## config.mk

```make
export PLATFORM = sky130hd
export DESIGN_NAME = bits_divider_flat
export DESIGN_NICKNAME = d
export VERILOG_FILES = /design/src/rtl/bits_divider_if.sv /design/src/rtl/bits_divider.sv /design/src/flat_wrapper.sv
export SDC_FILE = /design/constraint.sdc
export NUM_CORES = 1
export LEC_CHECK = 0
export CELL_PAD_IN_SITES_DETAIL_PLACEMENT = 2
export CELL_PAD_IN_SITES_GLOBAL_PLACEMENT = 2
export CORE_UTILIZATION = 33
export DETAILED_ROUTE_END_ITERATION = 10
export PLACE_DENSITY = 0.73
export SYNTH_ARGS = -nofsm -noshare
export SYNTH_HDL_FRONTEND = slang
export SYNTH_SLANG_ARGS = --single-unit
```

## constraint.sdc

```tcl
create_clock -name CLOCK_50 -period 2.7 [get_ports CLOCK_50]
set_input_delay 0.405 -clock CLOCK_50 [delete_from_list [all_inputs] [get_ports CLOCK_50]]
set_output_delay 0.405 -clock CLOCK_50 [all_outputs]
set_load 0.02 [all_outputs]
```

## src/rtl/bits_divider_if.sv

```systemverilog
// Switch/LED bundle for the sequential divider: operands and start in, result and status out.
interface bits_divider_if #(
  parameter int width = 3
);
  logic [2*width-1:0] SW;
  logic               start;
  logic [width-1:0]   LEDR;
  logic [width-1:0]   LEDR_rem;
  logic               LEDR_busy;
  logic               LEDR_done;
  logic               LEDR_dz;

  modport master (
    output SW, start,
    input  LEDR, LEDR_rem, LEDR_busy, LEDR_done, LEDR_dz
  );

  modport slave (
    input  SW, start,
    output LEDR, LEDR_rem, LEDR_busy, LEDR_done, LEDR_dz
  );
endinterface

```

## src/rtl/bits_divider.sv

```systemverilog
// Restoring unsigned divider, one quotient bit per clock, launched by a rising edge on start.
//   state | meaning
//   IDLE  | waiting for the first start edge after reset
//   CALC  | iterating, busy high, previous result still shown
//   DONE  | result and flags held until the next start edge
module bits_divider #(
  parameter int width = 3
) (
  input  logic         CLOCK_50,
  input  logic         reset,
  bits_divider_if.slave bus
);
  localparam int CW = (width > 1) ? $clog2(width) : 1;

  typedef enum logic [1:0] {IDLE, CALC, DONE} state_t;

  state_t           state_q, state_d;
  logic             start_q, start_d;
  logic [width-1:0] dvd_q, dvd_d;
  logic [width-1:0] dvs_q, dvs_d;
  logic [width-1:0] rem_q, rem_d;
  logic [width-1:0] quo_q, quo_d;
  logic [CW-1:0]    cnt_q, cnt_d;
  logic [width-1:0] ledr_q, ledr_d;
  logic [width-1:0] ledr_rem_q, ledr_rem_d;
  logic             busy_q, busy_d;
  logic             done_q, done_d;
  logic             dz_q, dz_d;

  logic             start_edge;
  logic [width-1:0] sw_dvd;
  logic [width-1:0] sw_dvs;
  logic [width:0]   r1;
  logic [width:0]   diff;
  logic             no_borrow;

  assign sw_dvd     = bus.SW[width-1:0];
  assign sw_dvs     = bus.SW[2*width-1:width];
  assign start_edge = bus.start & ~start_q;

  // Trial subtraction uses the same ripple rule as the add/sub path: ~divisor with carry-in 1.
  assign r1        = {rem_q, dvd_q[width-1]};
  assign diff      = r1 + {1'b1, ~dvs_q} + (width+1)'(1);
  assign no_borrow = ~diff[width];

  always_comb begin
    state_d    = state_q;
    start_d    = bus.start;
    dvd_d      = dvd_q;
    dvs_d      = dvs_q;
    rem_d      = rem_q;
    quo_d      = quo_q;
    cnt_d      = cnt_q;
    ledr_d     = ledr_q;
    ledr_rem_d = ledr_rem_q;
    busy_d     = busy_q;
    done_d     = done_q;
    dz_d       = dz_q;

    case (state_q)
      IDLE, DONE: begin
        if (start_edge) begin
          dvd_d  = sw_dvd;
          dvs_d  = sw_dvs;
          done_d = 1'b0;
          dz_d   = 1'b0;
          if (sw_dvs == '0) begin
            state_d    = DONE;
            ledr_d     = '1;
            ledr_rem_d = sw_dvd;
            dz_d       = 1'b1;
            done_d     = 1'b1;
          end else begin
            state_d = CALC;
            busy_d  = 1'b1;
            rem_d   = '0;
            quo_d   = '0;
            cnt_d   = CW'(width - 1);
          end
        end
      end
      CALC: begin
        dvd_d = dvd_q << 1;
        rem_d = no_borrow ? diff[width-1:0] : r1[width-1:0];
        quo_d = width'({quo_q, no_borrow});
        if (cnt_q == '0) begin
          state_d    = DONE;
          ledr_d     = quo_d;
          ledr_rem_d = rem_d;
          busy_d     = 1'b0;
          done_d     = 1'b1;
        end else begin
          cnt_d = cnt_q - CW'(1);
        end
      end
      default: begin
        state_d = IDLE;
        busy_d  = 1'b0;
      end
    endcase
  end

  // start_q resets high so a start held through reset is not seen as an edge.
  always_ff @(posedge CLOCK_50 or posedge reset) begin
    if (reset) begin
      state_q    <= IDLE;
      start_q    <= 1'b1;
      dvd_q      <= '0;
      dvs_q      <= '0;
      rem_q      <= '0;
      quo_q      <= '0;
      cnt_q      <= '0;
      ledr_q     <= '0;
      ledr_rem_q <= '0;
      busy_q     <= 1'b0;
      done_q     <= 1'b0;
      dz_q       <= 1'b0;
    end else begin
      state_q    <= state_d;
      start_q    <= start_d;
      dvd_q      <= dvd_d;
      dvs_q      <= dvs_d;
      rem_q      <= rem_d;
      quo_q      <= quo_d;
      cnt_q      <= cnt_d;
      ledr_q     <= ledr_d;
      ledr_rem_q <= ledr_rem_d;
      busy_q     <= busy_d;
      done_q     <= done_d;
      dz_q       <= dz_d;
    end
  end

  assign bus.LEDR      = ledr_q;
  assign bus.LEDR_rem  = ledr_rem_q;
  assign bus.LEDR_busy = busy_q;
  assign bus.LEDR_done = done_q;
  assign bus.LEDR_dz   = dz_q;
endmodule

```

## src/flat_wrapper.sv

```systemverilog
// flat-port wrapper written by rule: the top's interface ports become plain ports
module bits_divider_flat 
#(
  parameter int width = 3
)
  (CLOCK_50, reset, bus_SW, bus_start, bus_LEDR, bus_LEDR_rem, bus_LEDR_busy, bus_LEDR_done, bus_LEDR_dz);
  bits_divider_if #(.width(width)) bus_i ();
  input  logic CLOCK_50;
  input  logic reset;
  input wire logic [$bits(bus_i.SW)-1:0] bus_SW;
  input wire logic [$bits(bus_i.start)-1:0] bus_start;
  output wire logic [$bits(bus_i.LEDR)-1:0] bus_LEDR;
  output wire logic [$bits(bus_i.LEDR_rem)-1:0] bus_LEDR_rem;
  output wire logic [$bits(bus_i.LEDR_busy)-1:0] bus_LEDR_busy;
  output wire logic [$bits(bus_i.LEDR_done)-1:0] bus_LEDR_done;
  output wire logic [$bits(bus_i.LEDR_dz)-1:0] bus_LEDR_dz;
  assign bus_i.SW = bus_SW;
  assign bus_i.start = bus_start;
  assign bus_LEDR = bus_i.LEDR;
  assign bus_LEDR_rem = bus_i.LEDR_rem;
  assign bus_LEDR_busy = bus_i.LEDR_busy;
  assign bus_LEDR_done = bus_i.LEDR_done;
  assign bus_LEDR_dz = bus_i.LEDR_dz;
  bits_divider #(.width(width)) u_core (.CLOCK_50(CLOCK_50), .reset(reset), .bus(bus_i));
endmodule
```

Yosys cells after proc, flatten, opt, wreduce, memory -nomap -nowiden. Index checks and enable logic that the tools add are counted.

Register bits: 25. Latch bits: 0. Memory bits (writable): 0. Memory bits (read-only): 0. Input bits: 9. Output and inout bits: 9. Logic and storage cells: 70. Memories: 0.

$add $sub $neg: 3. Multiply operators: 0. Divide/modulo/power cells: 0. Magnitude comparators: 0. Equal/unequal tests: 7. Shift-type cells: 0. Multiplexer cells: 31. Bitwise gates (word level): 4. Reductions and logical operators: 13.

Operators by type and width (number): 2-to-1 mux 3 bit (10); case mux 3 bit (2 select lines) (4); 2-to-1 mux 2 bit (6); case mux 2 bit (2 select lines) (3); AND reduction 3 bit (3); AND reduction 4 bit (2); 2-to-1 mux 1 bit (6); inequality test 2 x 1 -> 1 bit, second input constant (3); AND reduction 2 bit (3); adder 4 x 1 -> 4 bit, second input constant (1); adder 4 bit (1); logical NOT 2 bit (2); inequality test 2 bit, second input constant (2); case mux 1 bit (2 select lines) (2); logical NOT 3 bit (1); NOT 3 bit (1); == test 2 x 1 -> 1 bit, second input constant (1); == test 2 bit, second input constant (1); NOT 1 bit (2); nonzero test 2 bit (1); OR reduction 2 bit (1); subtractor 2 x 1 -> 2 bit, second input constant (1); AND 1 bit (1).

Longest topological paths before layout.
Depth in word-level cells: 6. Depth in mapped cells: 7. Depth with buffers taken out: 7.

Least setup slack after synthesis. OpenSTA, ideal clock, no wires.

Kind: reg2reg. From: reg u_core.dvd_q[2]. To: reg u_core.ledr_rem_q[1] (netlist: u_core.bus.LEDR_rem[1]). Library setup time: 0.065 ns. Arrival time: 1.833 ns. Data required time: 2.635 ns. Slack: 0.802 ns. Cell stages (with the launch flop): 8. Buffers on the path: 0. Clock period less this slack: 1.898 ns. Cell sequence: dfrtp_1 -> inv_1 -> ha_1 -> fa_1 -> or4b_1 -> a22o_1 -> nand3_2 -> o22a_1.

Longest elaborated chain between the ends: 5.

RTL lines: start, declared (line bits_divider.sv:19) `logic [width-1:0] dvd_q, dvd_d;`; start signal, assigned (line bits_divider.sv:121) `dvd_q <= dvd_d;`; adder 4 bit (line bits_divider.sv:43) `assign diff = r1 + {1'b1, ~dvs_q} + (width+1)'(1);`; adder 4 x 1 -> 4 bit (line bits_divider.sv:43); 2-to-1 mux 3 bit (line bits_divider.sv:84) `rem_d = no_borrow ? diff[width-1:0] : r1[width-1:0];`; 2-to-1 mux 3 bit (line bits_divider.sv:86) `if (cnt_q == '0) begin`; case mux 3 bit (2 select lines) (line bits_divider.sv:60) `case (state_q)`; end signal, assigned (line bits_divider.sv:127) `ledr_rem_q <= ledr_rem_d;`; end, declared (line bits_divider.sv:25) `logic [width-1:0] ledr_rem_q, ledr_rem_d;`.

Every way passes these cells. The select of a mux whose other input is x is not followed. A chain may end at the register's enable or synchronous reset.

Worst setup path after layout. Ends and elaborated chain as after synthesis.

==> impl_metrics.toml <==
[run_status]
status = "completed"

[floorplan]
dieHeight_microns = 64.9
coreArea_sq_um = 3720
start_util = 0.352
die_width_microns = 64.9
io_pins = 18
floorplan.die_area_sq_um = 4210
rows = 22

[place]
place_ws_ns = 0.457
place.gp.congestion = 0.747
dpl.hpwl_microns = 2630
io_buffers = 17

[synthesis]
ys_top_cells_by_count = "dfrtp_1, nand2_1, inv_1, nor2_1, o21ai_0"
syn_nets = 149
yosysMostFrequentCell = "dfrtp_1"
synthArstFlopShare = 1.00
ys_types = 39
yosysTopAreaCellShare = 0.460
postSynthAreaPerCell_sq_um = 9.68
synthCells = 135
yosysWarnings = 0
ys_ff_latch = 25
synthFlopType = "dfrtp_1"
ys_seq_area_frac = 0.480
syn_area_sq_um = 1310
synth_edf_count = 0
yosysTopAreaCell = "dfrtp_1"
synthTopCellsByArea = "dfrtp_1, nand2_1, ha_1"

[clock_tree]
cts_resized = 0
cts-buffers-inserted = 3
postCtsSetupBuffers = 0
insertion_delay_ns = 0.27
htree_num_levels = 1
cts_tree = "yes"
cts.clk_slew.worst_paths_ns = 0.09
clock-sinks = 25
cts-root-buf = "clkbuf_8"
cts-hold-fix-buffers = 0
cts_max_path_buffers = 2

[drt]
vias = 1049
wl_microns = 3420
top_layer = "met4"
avgViaCountPerCell = 5.25
drcViolationCount = 0
met3WireLength_microns = 50
dr_wl_met2_microns = 1730
drtIter0Drc = 52
wl_per_cell_microns = 17.1
postRouteAntennaNets = 0
wl_met1_microns = 1590
dr.pass1.iters = 4

[finish]
area_growth_pct = 20.0
drive_gt1_frac = 0.0855
nFillCells = 412
diodes = 0
utilization = 0.422
layout.nets = 167

[setup_path]
critPathMaxFanout = 3
arrival_ns = 2.27
reg2reg_depth = 7
reg2reg_to = "u_core.bus.LEDR_rem[1]"
rr_startpoint = "u_core.dvd_q[2]"
startpoint_type = "flop"
endpoint_kind = "flop"
crit_type = "reg2reg"
required_ns = 2.92
r2r_slack_ns = 0.64

[pwr]
peakVddDrop_v = 0.000493
power.leakage_nw = 0.703
p_per_area_nw_per_um2 = 1190

[sta]
relSlewSlack = 0.591
layout_setup_ws_ns = 0.643
setup_viol = 0
drv_slew = 0
fin_setup_tns_ns = 0
min_period_over_period = 0.762
tightest_slew_ns = 0.613
post-route-min-period_ns = 2.06
clock_skew_ns = 0.00249
rsz0062_at_grt = "no"
fmax_mhz = 486
hold_viol = 0

[grt]
grt-ovfl-total = 0
grt_pass1_vias = 1183
grt_pass1_wl_microns = 5940
grt_usage = 0.189
antenna_found_initial = 0
grt_start_max_net_pins = 26

[worst_hold_path]
hold_path.class = "in2async"

[run]
cap_violations = 0
[sequential cells by signal, summed over array words and instances (netlist names), 2 cells and up]
register / count
u_core.bus.LEDR: 3
u_core.bus.LEDR_rem: 3
u_core.cnt_q: 2
u_core.dvd_q: 3
u_core.dvs_q: 3
u_core.quo_q: 2
u_core.rem_q: 3
u_core.state_q: 2
[cells in the final DEF, fill, tap and decap left out, types with 2 or more instances in the layout]
cell             count
a21oi_1              2
nand2b_1             4
o21ai_0              6
nor2_1               8
inv_1                8
nand4_1              5
nand4b_1             2
ha_1                 4
nor3_1               3
a22oi_1              2
or4b_1               2
a22o_1               3
dfrtp_1             24
nand3_2              2
nand3_1              5
o21ai_1              2
clkbuf_8             3
a31o_1               2
clkdlybuf4s50_1     17
buf_4                3
nand2_1             22
o22a_1               2
nor2b_1              5
[worst max-delay path by stage]
| stage | start | to | cells after the start |
|---|---|---|---|
| final | u_core.dvd_q[2] | u_core.bus.LEDR_rem[1] | 7 |
| after global routing | u_core.dvd_q[2] | u_core.bus.LEDR_rem[1] | 7 |
| after CTS | u_core.dvd_q[2] | u_core.bus.LEDR_rem[1] | 7 |
| after detailed placement | bus_start | u_core.bus.LEDR_rem[0] | 5 |
| after global placement | bus_start | u_core.bus.LEDR_rem[1] | 5 |
| after floorplan | u_core.dvd_q[2] | u_core.bus.LEDR_rem[1] | 7 |
[worst max-delay path, stage by stage (launching register included)]
cell     delay (ns)
dfrtp_1        0.39
inv_1          0.10
ha_1           0.19
fa_1           0.44
or4b_1         0.47
a22o_1         0.20
nand3_2        0.08
o22a_1         0.13
[through the flow]
stage | hold slack (ns) | power [W] | std cells | cell area (sq um)
after global routing | 0.530 | 0.00203 | 200 | 1570
final | 0.485 | 0.00186 | 200 | 1570
after CTS | 0.492 | 0.00190 | 200 | 1570
after detailed placement | 0.481 | 0.00166 | 196 | 1520
after global placement | 0.458 | 0.00160 | 196 | 1520
after floorplan | 0.409 | 0.00132 | 135 | 1310
[logic make-up (layout without fill, tap and decap cells)]
kind of cell | after synthesis | in the layout | share of synthesized area
AO/OA/AOI/OAI | 26 | 26 | 0.148
XOR/XNOR | 2 | 2 | 0.0134
adder cells (fa/ha/maj) | 5 | 5 | 0.0536
buffers and inverters | 15 | 32 | 0.0508
flip-flops | 25 | 25 | 0.480
AND/OR/NAND/NOR | 62 | 62 | 0.255
[metal layers]
metal,GRT usage,vias up
li1,-,504
met1,0.240,531
met2,0.322,9
met3,0.0229,5
met4,0.0750,0
met5,0,-
[final cells by class]
class | instances | area (sq um) | share of cell area
clock buffers | 4 | 45.0 | 0.0287
multi-input cells | 95 | 613 | 0.391
repair buffers | 20 | 193 | 0.123
inverters | 8 | 30.0 | 0.0192
well taps | 48 | 60.1 | 0.0383
flip-flops and latches | 25 | 627 | 0.400
[power breakdown]
| group | switching, W | total [W] | internal, W |
|---|---|---|---|
| clock | 0.000122 | 0.000227 | 0.000106 |
| combinational | 0.000561 | 0.000972 | 0.000412 |
| sequential | 0.000133 | 0.000664 | 0.000532 |
Power figures use the tool's default switching activity.
